**src/rtl/uart_rx.sv**
```systemverilog
// Purpose : 8N1 UART receiver; mid-bit sampling, LSB-first assembly, ready/ack byte handoff.
// Latency : start edge on rx_in to done pulse = 2 + CLKS_PER_BIT/2 + 9*CLKS_PER_BIT + 1 clocks.
// Backpres: none on the line; an unacknowledged byte is overwritten by the next good frame and overrun is set.
//
// Ports:
//   clk        system clock, rising edge
//   rst        asynchronous active-low reset
//   rx_en      receiver enable; low aborts any frame in progress
//   rx_in      serial line (asynchronous, idles high)
//   rd_ack     consumer acknowledge; clears ready and overrun
//   data_out   last good received byte
//   ready      sticky: unread byte present in data_out
//   done       one-cycle pulse per good frame
//   busy       receiver is inside a frame (state != IDLE)
//   frame_err  one-cycle pulse on a bad stop bit
//   overrun    sticky: a good frame completed while ready was still set
module uart_rx #(
    parameter int CLKS_PER_BIT = 10417
) (
    input  logic       clk,
    input  logic       rst,
    input  logic       rx_en,
    input  logic       rx_in,
    input  logic       rd_ack,
    output logic [7:0] data_out,
    output logic       ready,
    output logic       done,
    output logic       busy,
    output logic       frame_err,
    output logic       overrun
);

    localparam int CW   = (CLKS_PER_BIT > 1) ? $clog2(CLKS_PER_BIT) : 1;
    localparam int HALF = CLKS_PER_BIT / 2;

    localparam logic [CW-1:0] CNT_HALF = CW'(HALF - 1);
    localparam logic [CW-1:0] CNT_FULL = CW'(CLKS_PER_BIT - 1);

    typedef enum logic [2:0] {
        IDLE  = 3'd0,
        START = 3'd1,
        DATA  = 3'd2,
        STOP  = 3'd3,
        BREAK = 3'd4
    } state_t;

    state_t        state;
    logic [CW-1:0] cnt;
    logic [2:0]    bit_idx;
    logic [7:0]    shift;
    logic          rx_m;
    logic          rx_s;

    // Two-flop synchronizer, preset to the idle-high line level so reset
    // release never looks like a start bit.
    always_ff @(posedge clk or negedge rst) begin
        if (!rst) begin
            rx_m <= 1'b1;
            rx_s <= 1'b1;
        end else begin
            rx_m <= rx_in;
            rx_s <= rx_m;
        end
    end

    assign busy = (state != IDLE);

    always_ff @(posedge clk or negedge rst) begin
        if (!rst) begin
            state     <= IDLE;
            cnt       <= '0;
            bit_idx   <= '0;
            shift     <= '0;
            data_out  <= '0;
            ready     <= 1'b0;
            done      <= 1'b0;
            frame_err <= 1'b0;
            overrun   <= 1'b0;
        end else begin
            done      <= 1'b0;
            frame_err <= 1'b0;

            if (rd_ack) begin
                ready   <= 1'b0;
                overrun <= 1'b0;
            end

            if (!rx_en && state != IDLE) begin
                // Abort: frame discarded, handshake state kept.
                state   <= IDLE;
                cnt     <= '0;
                bit_idx <= '0;
            end else begin
                case (state)
                    IDLE: begin
                        cnt     <= '0;
                        bit_idx <= '0;
                        if (rx_en && !rx_s) begin
                            state <= START;
                        end
                    end

                    START: begin
                        if (cnt == CNT_HALF) begin
                            cnt     <= '0;
                            bit_idx <= '0;
                            // Line back high at mid start bit means a glitch.
                            state   <= rx_s ? IDLE : DATA;
                        end else begin
                            cnt <= cnt + 1'b1;
                        end
                    end

                    DATA: begin
                        if (cnt == CNT_FULL) begin
                            cnt            <= '0;
                            shift[bit_idx] <= rx_s;
                            if (bit_idx == 3'd7) begin
                                state <= STOP;
                            end else begin
                                bit_idx <= bit_idx + 3'd1;
                            end
                        end else begin
                            cnt <= cnt + 1'b1;
                        end
                    end

                    STOP: begin
                        if (cnt == CNT_FULL) begin
                            cnt <= '0;
                            if (rx_s) begin
                                data_out <= shift;
                                done     <= 1'b1;
                                ready    <= 1'b1;
                                // A simultaneous ack consumes the old byte, so
                                // overrun is neither set nor cleared then.
                                if (rd_ack) begin
                                    overrun <= overrun;
                                end else if (ready) begin
                                    overrun <= 1'b1;
                                end
                                state <= IDLE;
                            end else begin
                                frame_err <= 1'b1;
                                state     <= BREAK;
                            end
                        end else begin
                            cnt <= cnt + 1'b1;
                        end
                    end

                    BREAK: begin
                        // Hold off until the line returns high so a stuck-low
                        // line cannot retrigger a start bit.
                        cnt <= '0;
                        if (rx_s) begin
                            state <= IDLE;
                        end
                    end

                    default: begin
                        state <= IDLE;
                        cnt   <= '0;
                    end
                endcase
            end
        end
    end

endmodule
```
**config.mk**
```make
export PLATFORM = sky130hd
export DESIGN_NAME = uart_rx
export DESIGN_NICKNAME = d
export VERILOG_FILES = /design/src/rtl/uart_rx.sv
export SDC_FILE = /design/constraint.sdc
export NUM_CORES = 1
export LEC_CHECK = 0
export ABC_AREA = 1
export CORE_MARGIN = 3
export CORE_UTILIZATION = 50
export DETAILED_ROUTE_END_ITERATION = 8
export GPL_TIMING_DRIVEN = 0
export PLACE_DENSITY = 0.79
export SYNTH_ARGS = -nofsm -noshare
export SYNTH_HDL_FRONTEND = slang
export SYNTH_SLANG_ARGS = --single-unit
```
**constraint.sdc**
```tcl
create_clock -name clk -period 1.9 [get_ports clk]
set_input_delay 0.57 -clock clk [delete_from_list [all_inputs] [get_ports clk]]
set_output_delay 0.57 -clock clk [all_outputs]
set_load 0.01 [all_outputs]
```
==> results.md <==
* Critical path type: flop to output pin
* Yosys reg bits at 42
* Yosys warns at 0
* Dpl cells at 348
* Yosys cell types at 31
* Non-filler instance count after layout at 358
* Detailed placement HPWL at between 3000 and 4000 um
* Share of layout cells above drive strength 1 at 0.190
* RSZ-0062 raised after global routing: no
* Static Leak at ~1.3 nW
* I/O Buffers at 17
* Critical path depth in cells at 3
* Sink Count at 42
* Clock Skew at around 0.0028 ns
* Synth-to-Final Area Change at 15.4%
* Max-Cap Viols at 0
* GRT Residual Overflow at 0
* Top FF cell, synth: dfrtp_1
* Cell accounting for the most synthesized area: dfrtp_1
* Post-synthesis mux area share at 0
* IO Pins at 18
* GP Congestion at 0.864
* Status: finished, final reports clean
* H-Tree Depth at 2
* WL/cell at between 10 and 15 um
* Post-synth EDFFs at 0
* Post-Synthesis Cell Area at ~2400 um^2
* Die ar. at 5560 um^2
* Startpoint Class: flop
* Vias in the first global route at approximately 1,700
* Synth Area in Simple Gates at 0.314
* Post-route ant nets at 0
* Synth async-reset ratio at 1.00
* Final Core Density at 0.611
* Final setup viols at 0
* Drt via density at just under 5
* DIE HEIGHT at around 75 um
* Critical path buffers and inverters at 1
* Total CTS buffers at 5
* Initial Util at 0.529
* Max-slew violations at 0
* Worst skew pair latency at roughly 0.29 ns
* Power Dens Cells at between 800 and 900 nW/um^2
* Largest net degree at the start of global routing at 27
* Count leader, synth: nand2_1
* Top post-synthesis cells by area: dfrtp_1, nand2_1, inv_1
* Avg Inst Size Synth at around 8.5 um^2
* Synth cell count leaders: nand2_1, inv_1, dfrtp_1
* Final-report hold violation count at 0
* Compound-cell area share of the yosys netlist at 0.0782
* Fin nets at between 300 and 400
* DIE WIDTH at approximately 75 um
* Hold WS at roughly 0.21 ns
* R2r setup slk at roughly 0.2 ns
* Final setup TNS at 0 ns
* Via Count at 1,740
* CTS tree: built
* Rel. slew slack at 0.713
* CTS root buf: clkbuf_8
* Initial antenna violation count at 0
* Worst endpoint required time at about 1.3 ns
* Max Fclk at between 500 and 600 MHz
* Clock transition at path regs at roughly 0.080 ns
* XOR/XNOR Fraction of Synth Area at 0.0372
* Pre-Repair DR Iteration Count at 5
* VDD IR-drop max at about 0.00054 V
* Pre-CTS setup slack at -0.261 ns
* Final wirelength at a little over 4000 um
* Core Area at ~4400 um^2
* Worst-Margin Slew at around 0.43 ns
* Synth top area share at 0.426
* FF-to-FF Start: cnt[0]
* Worst-path fanout max at 3
* Crit path arrival time at between 1 and 1.5 ns
* CP max stage delay at 0.42 ns
* GRT Util Overall at 0.177
* Iter 0 DRT Violations at 120
* FP Rows at 24
* RR Endpoint: cnt[3]
* Worst Reg-to-Reg Cells at 12
* Post-Synth Adder-Cell Area at 0.0266
* Main combinational cell family by area after synthesis: simple AND/OR/NAND/NOR gates
* Clock tree buffer depth at 2
* Post-layout min period at 1.77 ns
* Synth Instances at between 200 and 300
* Antenna cell count at 0
* Sequential fraction of the synthesis area at 0.448
* Worst path slowest cell: dfrtp_1
* Worst hold path class: primary input to async pin
* Worst setup margin at between 0.1 and 0.15 ns
* Drc violations at 0
* CP delay by family, top: flip-flops
* Critical path, cell by cell: nor2_4, nand2_1, dlygate4sd2_1
* First-pass GRT wire length at roughly 7500 um
* Crit end category: output pin
* Total nets after synthesis at about 290
* Fin crit share at 0.931
## flip-flops by register name (all words and copies together), names as in the netlist
name,flops
cnt,14
data_out,8
shift,8
bit_idx,3
state,3
done,1
frame_err,1
overrun,1
ready,1
rx_m,1
rx_s,1
## cell usage in the layout (no fill, tap or decap), types with 5 or more instances in the layout
cell,Yosys,final
xor2_1,9,9
inv_1,48,48
nor2_4,14,14
clkdlybuf4s50_1,0,14
o21ai_0,8,8
clkbuf_8,0,6
nand2_1,75,75
o21ai_1,5,5
dfrtp_1,40,39
nor2_1,19,19
nand3_1,9,9
o21ai_2,7,7
ha_1,5,5
## report_power, final
group          internal, W  switching, W
clock             0.000292      0.000290
sequential        0.000940     0.0000523
combinational     0.000233      0.000434
## worst max-delay path by stage
stage	startpoint	end	slack [ns]
floorplan	cnt[0]	cnt[2]	0.34
global placement	rst	cnt[11]	-0.83
detailed placement	rx_en	shift[6]	-0.26
CTS	rx_en	shift[6]	0.05
global route	state[0]	busy	0.06
finish	state[0]	busy	0.13
## stage by stage
step                cell area, um^2  power (W)
floorplan                      2350    0.00150
CTS                            2710    0.00227
detailed placement             2600    0.00166
global route                   2720    0.00239
finish                         2720    0.00224
global placement               2590    0.00163
## what timing repair did
item,4_1_cts,5_1_grt
setup buffers,2,0
gates resized for setup,2,1
pin swaps,1,0
hold buffers,0,0
hold endpoints to repair,0,0
cloned,0,0
endpoints found under the setup margin,1,18
## kinds of logic after synthesis
group | after synthesis
compound gates | 27
xor+xnor | 10
fa+ha+maj | 5
buf+inv | 55
flops | 42
simple gates | 139
## layout make-up
class	instances	area [um^2]
clock buffer	6	82.6
sequential	42	1050
fill	398	1730
multi-input combinational	181	1070
inverter	52	198
tap	52	65.1
timing repair buffer	20	201
buffer	3	27.5
clock inverter	2	12.5
## routing by layer
layer,wire [um],track usage,share of wire,vias to the layer above
met4,101,0.0830,0.025,0
met1,1890,0.229,0.46,809
met5,0,0,0,-
met2,1960,0.287,0.48,27
met3,119,0.0324,0.029,11
li1,-,-,-,893
(Power assumes the default switching activity.)
==> edit: new RTL, same flow settings <==
The parameter `CLKS_PER_BIT` goes from 10417 to 20834.
--- a/src/rtl/uart_rx.sv
+++ b/src/rtl/uart_rx.sv
@@ -17,3 +17,3 @@
 module uart_rx #(
-    parameter int CLKS_PER_BIT = 10417
+    parameter int CLKS_PER_BIT = 20834
 ) (
Behaviour: no difference found for any inputs over 10 cycles, from zero or initial values and one cycle with rst low; that may be too few to reach the edited logic, so the function may still have changed.
==> edit against the unedited design <==
- register-to-register slack improved by 0.06 ns
- wire length increased by 3.4%
- sequential cell count increased by 1
- final area decreased by 0.78%
- setup slack got worse by 0.055 ns
- final cell count increased by 2.2%
- total power increased by 1.1%
- area after synthesis decreased by 1.6%
- critical path type unchanged
- largest cell class is now flip-flops and latches
==> edit: results (changes against the unedited design) <==
| Metric | Value |
|---|---|
| Status | `finished, final reports clean` |
| Final GP Congestion | `0.834 (-3.4%)` |
| Quantity of gates resized following cts | `4 (+2)` |
| Total Routing Usage GR | `0.179 (+0.00250)` |
| Clock power frac | `0.314 (+0.055)` |
| Fillers | `376 (-5.5%)` |
| Comb power | `528 uW (-21%)` |
| Total power | `2.27 mW (+1.1%)` |
| Mapped Cells | `287 (+3.2%)` |
| Adder-cell share of the synthesized area | `0.0270 (+0.000431)` |
| Synth top area cells | `dfrtp_1 (44%), nand2_1 (11%), inv_1 (7.9%), nor2_1 (5.5%), nand3_1 (4.5%)` |
| Final #Nets | `323 (+2.5%)` |
| Synth Register Bits | `43 (+2.4%)` |
| Synth cell count leaders | `nand2_1 (67), inv_1 (49), dfrtp_1 (41)` |
| Compound-gate portion of the synthesized area | `0.0681 (-0.0101)` |
| Sequential cell area share | `0.401 (+0.0128)` |
| Clock Skew | `0.00864 ns (+0.00586 ns)` |
| Met1 WL | `1930 um (+2.1%)` |
| Synthesized net count | `297 (+3.1%)` |
| Slowest-stage cell, CP | `dfrtp_2` |
| Area of the multi-input gates | `1010 um^2 (-6.1%)` |
| Placed inst area | `2560 um^2 (-1.4%)` |
| Hold Slack | `0.156 ns (-0.0531 ns)` |
| Post-synthesis sequential area ratio | `0.466 (+0.0181)` |
| Routed wl met3 | `132 um (+11%)` |
| Clk tree area frac | `0.0418 (+0.00678)` |
| Number of global-route vias before repair | `1,800 (+3.5%)` |
| 1st-pass router iterations | `4 (-1)` |
| Worst-Margin Slew | `0.359 ns (-0.0714 ns)` |
| Signal inverters | `54 (+3.8%)` |
| Largest net degree at the start of global routing | `32 (+19%)` |
| Largest stage delay, worst path | `0.45 ns (+0.03 ns)` |
| Psw | `724 uW (-6.8%)` |
| Post-route cell area | `2690 um^2 (-0.78%)` |
| DP Wirelength | `3200 um (+1.6%)` |
| Largest vdd supply drop | `0.563 mV (+4.5%)` |
edit: cell types whose count changed in the layout (fill, tap and decap cells not counted), moves of 4 or more:
cell     change
nor2_4      -11
nand2_1      -8
nor2_1      +15
xnor2_1      +4
nand3_1     +12
edit: routing by layer:
layer	global-route usage	vias to the layer above
li1	-	924
met5	0	-
met1	0.214	826
met2	0.315	20
met3	0.0405	8
met4	0.0664	0
edit: worst max-delay path by stage:
stage	startpoint	to	slack, ns	depth (start not counted)
floorplan	cnt[1]	bit_idx[0]	0.46	13
global placement	rst	data_out[2]	-0.83	1
detailed placement	rx_en	shift[7]	-0.26	8
CTS	rx_en	shift[7]	0.06	8
global route	state[0]	busy	0.01	3
finish	state[0]	busy	0.08	3
edit: worst max-delay path: cells and delay by family, from the launching register on:
kind | cells | cell delay, ns
flip-flops | 1 | 0.45
AND/OR/NAND/NOR | 2 | 0.22
buffers and inverters | 1 | 0.28
